File: config.mk
export PLATFORM = sky130hd
export DESIGN_NAME = gray_counter
export DESIGN_NICKNAME = d
export VERILOG_FILES = /design/src/rtl/gray_counter.sv
export SDC_FILE = /design/constraint.sdc
export NUM_CORES = 1
export LEC_CHECK = 0
export CAP_MARGIN = 25
export CORE_AREA = 5 5 42 44
export CTS_CLUSTER_DIAMETER = 80
export CTS_CLUSTER_SIZE = 14
export DETAILED_ROUTE_END_ITERATION = 7
export DIE_AREA = 0 0 47 49
export GPL_TIMING_DRIVEN = 0
export HOLD_SLACK_MARGIN = 0.08
export PLACE_DENSITY = 0.72
export SYNTH_ARGS = -nofsm -noshare
export SYNTH_HDL_FRONTEND = slang
export SYNTH_SLANG_ARGS = --single-unit
File: constraint.sdc
create_clock -name clk -period 5.85 [get_ports clk]
set_clock_uncertainty 0.05 [all_clocks]
set_input_delay 1.17 -clock clk [delete_from_list [all_inputs] [get_ports clk]]
set_output_delay 1.17 -clock clk [all_outputs]
set_load 0.02 [all_outputs]
File: src/rtl/gray_counter.sv
// ---------------------------------------------------------------------------
// gray_counter
//
// Purpose:
//   Registered up/down counter that presents its count in Gray code and in
//   binary at the same time. The counter also accepts a parallel binary load.
//   It is intended for clock-domain-crossing FIFO pointers and position
//   encoders, where only one output bit may change per step.
//
// Parameters:
//   WIDTH  count width in bits (2..32)
//   INIT   binary count value applied by reset, truncated to WIDTH bits
//
// Ports:
//   clk       in   1      single clock, rising-edge active
//   rst       in   1      synchronous active-high reset
//   en        in   1      count enable, one step per cycle while high
//   up        in   1      direction (1 = increment, 0 = decrement)
//   load      in   1      parallel load strobe (has priority over en)
//   load_bin  in   WIDTH  binary value captured when load = 1
//   gray_out  out  WIDTH  registered Gray code of the count
//   bin_out   out  WIDTH  registered binary count
//   tc        out  1      registered terminal-count flag
//
// Configuration macro:
//   GRAY_COUNTER_SAT_EN
//     Undefined (default): the count wraps modulo 2^WIDTH. tc pulses for one
//       cycle after each wrapping step.
//     Defined: the count saturates at 0 and 2^WIDTH-1. A step that would
//       leave the range is blocked. tc is high for the cycle after every
//       blocked step.
// ---------------------------------------------------------------------------
module gray_counter #(
   parameter int unsigned WIDTH = 4,
   parameter int unsigned INIT  = 0
) (
   input  logic             clk,
   input  logic             rst,
   input  logic             en,
   input  logic             up,
   input  logic             load,
   input  logic [WIDTH-1:0] load_bin,
   output logic [WIDTH-1:0] gray_out,
   output logic [WIDTH-1:0] bin_out,
   output logic             tc
);

   // The action the counter takes this cycle when it is not in reset.
   // Reset is handled directly in the register process.
   typedef enum logic [1:0] {
      OP_HOLD = 2'd0,
      OP_LOAD = 2'd1,
      OP_STEP = 2'd2
   } op_e;

   localparam logic [WIDTH-1:0] INIT_BIN  = INIT[WIDTH-1:0];
   localparam logic [WIDTH-1:0] INIT_GRAY = INIT_BIN ^ (INIT_BIN >> 1);
   localparam logic [WIDTH-1:0] ONE       = {{(WIDTH-1){1'b0}}, 1'b1};
   localparam logic [WIDTH-1:0] ALL_ONES  = {WIDTH{1'b1}};
   localparam logic [WIDTH-1:0] ALL_ZEROS = {WIDTH{1'b0}};

   // Registered state. The Gray code has its own flop so that gray_out and
   // bin_out come straight from registers and switch on the same edge.
   logic [WIDTH-1:0] cnt_q,  cnt_d;
   logic [WIDTH-1:0] gray_q, gray_d;
   logic             tc_q,   tc_d;

   // Intermediate step logic.
   op_e              op;
   logic             at_max;
   logic             at_min;
   logic             boundary;
   logic [WIDTH-1:0] cnt_inc;
   logic [WIDTH-1:0] cnt_dec;
   logic [WIDTH-1:0] step_cnt;

   // Binary to reflected Gray code. Adjacent binary values always differ in
   // exactly one Gray bit. This includes the wrap between all-ones and zero.
   function automatic logic [WIDTH-1:0] bin_to_gray(input logic [WIDTH-1:0] b);
      return b ^ (b >> 1);
   endfunction

   // Decode the action for this cycle. load beats en, so a load cycle never
   // steps, whatever the state of en and up.
   always_comb begin
      op = OP_HOLD;
      if (load) begin
         op = OP_LOAD;
      end else if (en) begin
         op = OP_STEP;
      end
   end

   // Work out the candidate stepped count and detect the range boundary.
   // A "boundary" step is one that would wrap: up from all-ones, or down
   // from zero. In wrap mode the modular add/subtract already yields the
   // wrapped value. In saturating mode such a step is blocked and the count
   // is kept. Either way the boundary step raises tc on the next cycle.
   always_comb begin
      at_max   = (cnt_q == ALL_ONES);
      at_min   = (cnt_q == ALL_ZEROS);
      boundary = up ? at_max : at_min;
      cnt_inc  = cnt_q + ONE;
      cnt_dec  = cnt_q - ONE;
`ifdef GRAY_COUNTER_SAT_EN
      if (boundary) begin
         step_cnt = cnt_q;
      end else begin
         step_cnt = up ? cnt_inc : cnt_dec;
      end
`else
      step_cnt = up ? cnt_inc : cnt_dec;
`endif
   end

   // Next-state selection. By default the count and Gray code hold and tc
   // drops, because tc only marks the cycle straight after a boundary step.
   // The Gray code is derived from the next binary value. That way the
   // registered Gray output never lags the registered binary output.
   always_comb begin
      cnt_d  = cnt_q;
      gray_d = gray_q;
      tc_d   = 1'b0;
      case (op)
         OP_LOAD: begin
            cnt_d  = load_bin;
            gray_d = bin_to_gray(load_bin);
         end
         OP_STEP: begin
            cnt_d  = step_cnt;
            gray_d = bin_to_gray(step_cnt);
            tc_d   = boundary;
         end
         default: begin
            cnt_d  = cnt_q;
            gray_d = gray_q;
            tc_d   = 1'b0;
         end
      endcase
   end

   // State registers with synchronous reset. Reset wins over load and en.
   // It restores the INIT count together with its matching Gray code.
   always_ff @(posedge clk) begin
      if (rst) begin
         cnt_q  <= INIT_BIN;
         gray_q <= INIT_GRAY;
         tc_q   <= 1'b0;
      end else begin
         cnt_q  <= cnt_d;
         gray_q <= gray_d;
         tc_q   <= tc_d;
      end
   end

   // All outputs come directly from flops. No input reaches an output
   // through combinational logic.
   assign bin_out  = cnt_q;
   assign gray_out = gray_q;
   assign tc       = tc_q;

endmodule

==> reports/metrics.yaml, run 1 <==
synthesis:
  avgSynthCellArea_sq_um: 8.58
  yosysSeqAreaShare: 0.296
  muxShareOfSynthArea: 0.0185
  postSynth.asyncResetShare: 0
  synth-seq-cells: 8
  synth_compound_area_frac: 0.174
  yosysUniqueCellTypes: 28
  synthFlopType: "dfxtp_1"
  yosys.area_share.simple: 0.199
  synth_fp_nets: 75
  synthAdderAreaFrac: 0.0833
  syn-cell-area_sq_um: 541
  synth_edf_count: 0
  yosys_warnings: 0
  synth_xor_area_frac: 0.171
  netlist_instances: 63
  synth_top_family_by_area: "simple AND/OR/NAND/NOR gates"
placed_design:
  io_buffers: 15
  dpl.cell_count: 94
  dp_hpwl_um: 913
  dp_slack_ns: 2.51
  gp_congestion: 0.768
sta:
  fin_ws_ns: 2.79
  min_period_ns: 3.06
  min_period_over_period: 0.522
  fin_setup_tns_ns: 0
  finalHoldViolCount: 0
  slew_headroom: 0.748
  setup_violations: 0
  fmax_mhz: 327
  final-max-slew-violation-count: 0
  worst_pin_slew_ns: 0.378
  rsz0062_at_grt: "false"
floorplanning:
  initial_core_util: 0.386
  die_area_sq_um: 2300
  row_count: 14
  die_h_um: 49
  pin_count: 18
  die_w_um: 47
  fp.coreArea_sq_um: 1400
clocking:
  postCtsResizedCells: 0
  cts_buffers: 3
  clkSinkCount: 8
  post_cts_buffers: 0
  clk_latency_ns: 0.25
  cts_root_buffer: "clkbuf_4"
  cts_tree: "done"
  h-tree-depth: 1
  clk_pin_slew_ns: 0.05
  cts.hold.buffers_added: 0
  cts_buffer_depth: 2
global_routing:
  grt_max_degree: 11
  grt_pass1_wl_mm: 2.05
  overflow: 0
  grt_antenna_before_repair: 0
  grt_use_total: 0.118
  grt_pass1_vias: 474
power_and_ir_drop:
  ir_drop_v: 0.000136
  leakagePower_nw: 0.295
  p_per_area_nw_per_um2: 231
  power.total_uw: 169
critical_path:
  crit_required_ns: 5.94
  worstRegToRegCells: 5
  arrival_ns: 3.15
  crit_path_max_fanout: 8
  end_kind: "flip-flop"
  start_kind: "input port"
  criticalPathCategory: "in -> reg"
layout:
  regArea_sq_um: 160
  final_cells: 97
  multi_input_area_sq_um: 349
  fillers: 140
  finalNetCount: 95
  diodes: 0
  drive_gt1_frac: 0.0864
  synthToLayoutAreaGrowth_pct: 35.6
flow_run:
  maxCapViolCount: 0
routing:
  drc_errors: 0
  finalWirelength_mm: 1.15
  wire_per_inst_um: 11.8
  vias_per_cell: 5.13
  first_pass_iters: 4
  vias: 498
  drtAntennaViolNets: 0
  dr.first_iter.drc_count: 11
outcome:
  status: "finished clean"
hold_path:
  hold_depth: 2
  hold_class: "reg -> reg"
==> synth_stat cells, drive strengths merged, types with 2 or more instances <==
cell    n  area share
nand2   2       0.014
nor2    8       0.056
dfxtp   8        0.30
a21oi   7       0.065
ha      2       0.046
a211oi  5       0.069
xor2    2       0.032
nor3    2       0.019
inv     3       0.021
buf     3       0.030
xnor2   6       0.097
==> flip-flops by register name, summed over array words and instances (netlist names) <==
register,cells
tc,1
gray_out,3
bin_out,4
==> final timing paths <==
kind	start	to	slack [ns]
setup / recovery	up	gray_out[2]$_SDFFE_PP0P_	2.79
hold / removal	gray_out[1]$_SDFFE_PP0P_	gray_out[1]$_SDFFE_PP0P_	0.51
setup reg to reg	bin_out[0]$_SDFFE_PP0P_	gray_out[2]$_SDFFE_PP0P_	3.91
hold reg to reg	gray_out[1]$_SDFFE_PP0P_	gray_out[1]$_SDFFE_PP0P_	0.51
==> layer usage <==
layer / part of all wire / track usage / vias to the layer above
li1: - / - / 258
met1: 0.46 / 0.171 / 221
met2: 0.45 / 0.161 / 19
met3: 0.082 / 0.0590 / 0
met4: 0 / 0.0138 / 0
met5: 0 / 0 / -
==> cell families after synthesis <==
kind of cell | Yosys count
simple gates | 20
compound gates | 15
xor+xnor | 9
flops | 8
buf+inv | 7
fa+ha+maj | 3
mux | 1
==> stage by stage <==
step	utilization	hold WS (ns)	cell area, sq um
floorplan	-	0.571	541
global placement	0.507	0.498	711
detailed placement	0.507	0.501	711
CTS	0.523	0.509	733
global route	0.523	0.555	733
finish	0.523	0.512	733
==> critical path, cell delays in order <==
cell and delay (ns):
clkdlybuf4s50_1 0.45, inv_1 0.13, fa_1 0.45, xnor2_1 0.33, xor2_1 0.19, xnor3_1 0.24
o21a_1 0.18
==> power breakdown <==
group / switching [mW] / internal (mW) / total (mW)
clock network: 0.0174 / 0.0234 / 0.0408
logic: 0.0302 / 0.0330 / 0.0633
registers: 0.00544 / 0.0595 / 0.0649
==> placed cells by master, fill, tap and decap left out <==
cell type        instances
xnor2_1                  6
inv_1                    3
nor3_1                   2
nand2b_1                 1
buf_2                    1
nor2_1                   8
a211oi_1                 5
buf_4                    1
mux2i_1                  1
and3_1                   1
nand3_2                  1
xnor3_1                  1
nand2_1                  2
clkbuf_1                 1
a221oi_1                 1
fa_1                     1
and4_4                   1
nor4_1                   1
clkdlybuf4s50_1         15
a21oi_1                  7
o21a_1                   1
o21ai_0                  1
ha_1                     2
dfxtp_1                  8
clkbuf_4                 3
buf_1                    1
nand4_1                  1
nor2b_1                  1
xor2_1                   2
or4_1                    1
==> layout make-up <==
| class | count | area share |
|---|---|---|
| Multi-Input combinational cell | 48 | 0.476 |
| Buffer | 4 | 0.0273 |
| Clock buffer | 3 | 0.0307 |
| Tap cell | 16 | 0.0273 |
| Sequential cell | 8 | 0.218 |
| Timing Repair Buffer | 15 | 0.205 |
| Inverter | 3 | 0.0154 |
(Power assumes the default switching activity.)
==> run 2: changes to the inputs <==
==> constraint.sdc (replaced) <==
create_clock -name clk -period 3.1 [get_ports clk]
set_clock_uncertainty 0.05 [all_clocks]
set_input_delay 0.62 -clock clk [delete_from_list [all_inputs] [get_ports clk]]
set_output_delay 0.62 -clock clk [all_outputs]
set_load 0.02 [all_outputs]
==> results of run 2 <==
The final DEF is identical to that of run 1. Status: finished clean.
Main changes from that run: setup slack after placement 2.51 ns -> 0.312 ns; setup slack after layout 2.79 ns -> 0.595 ns; register-to-register setup slack 3.91 ns -> 1.16 ns; total power 0.169 mW -> 0.319 mW; worst IR drop on VDD 0.000136 V -> 0.000256 V
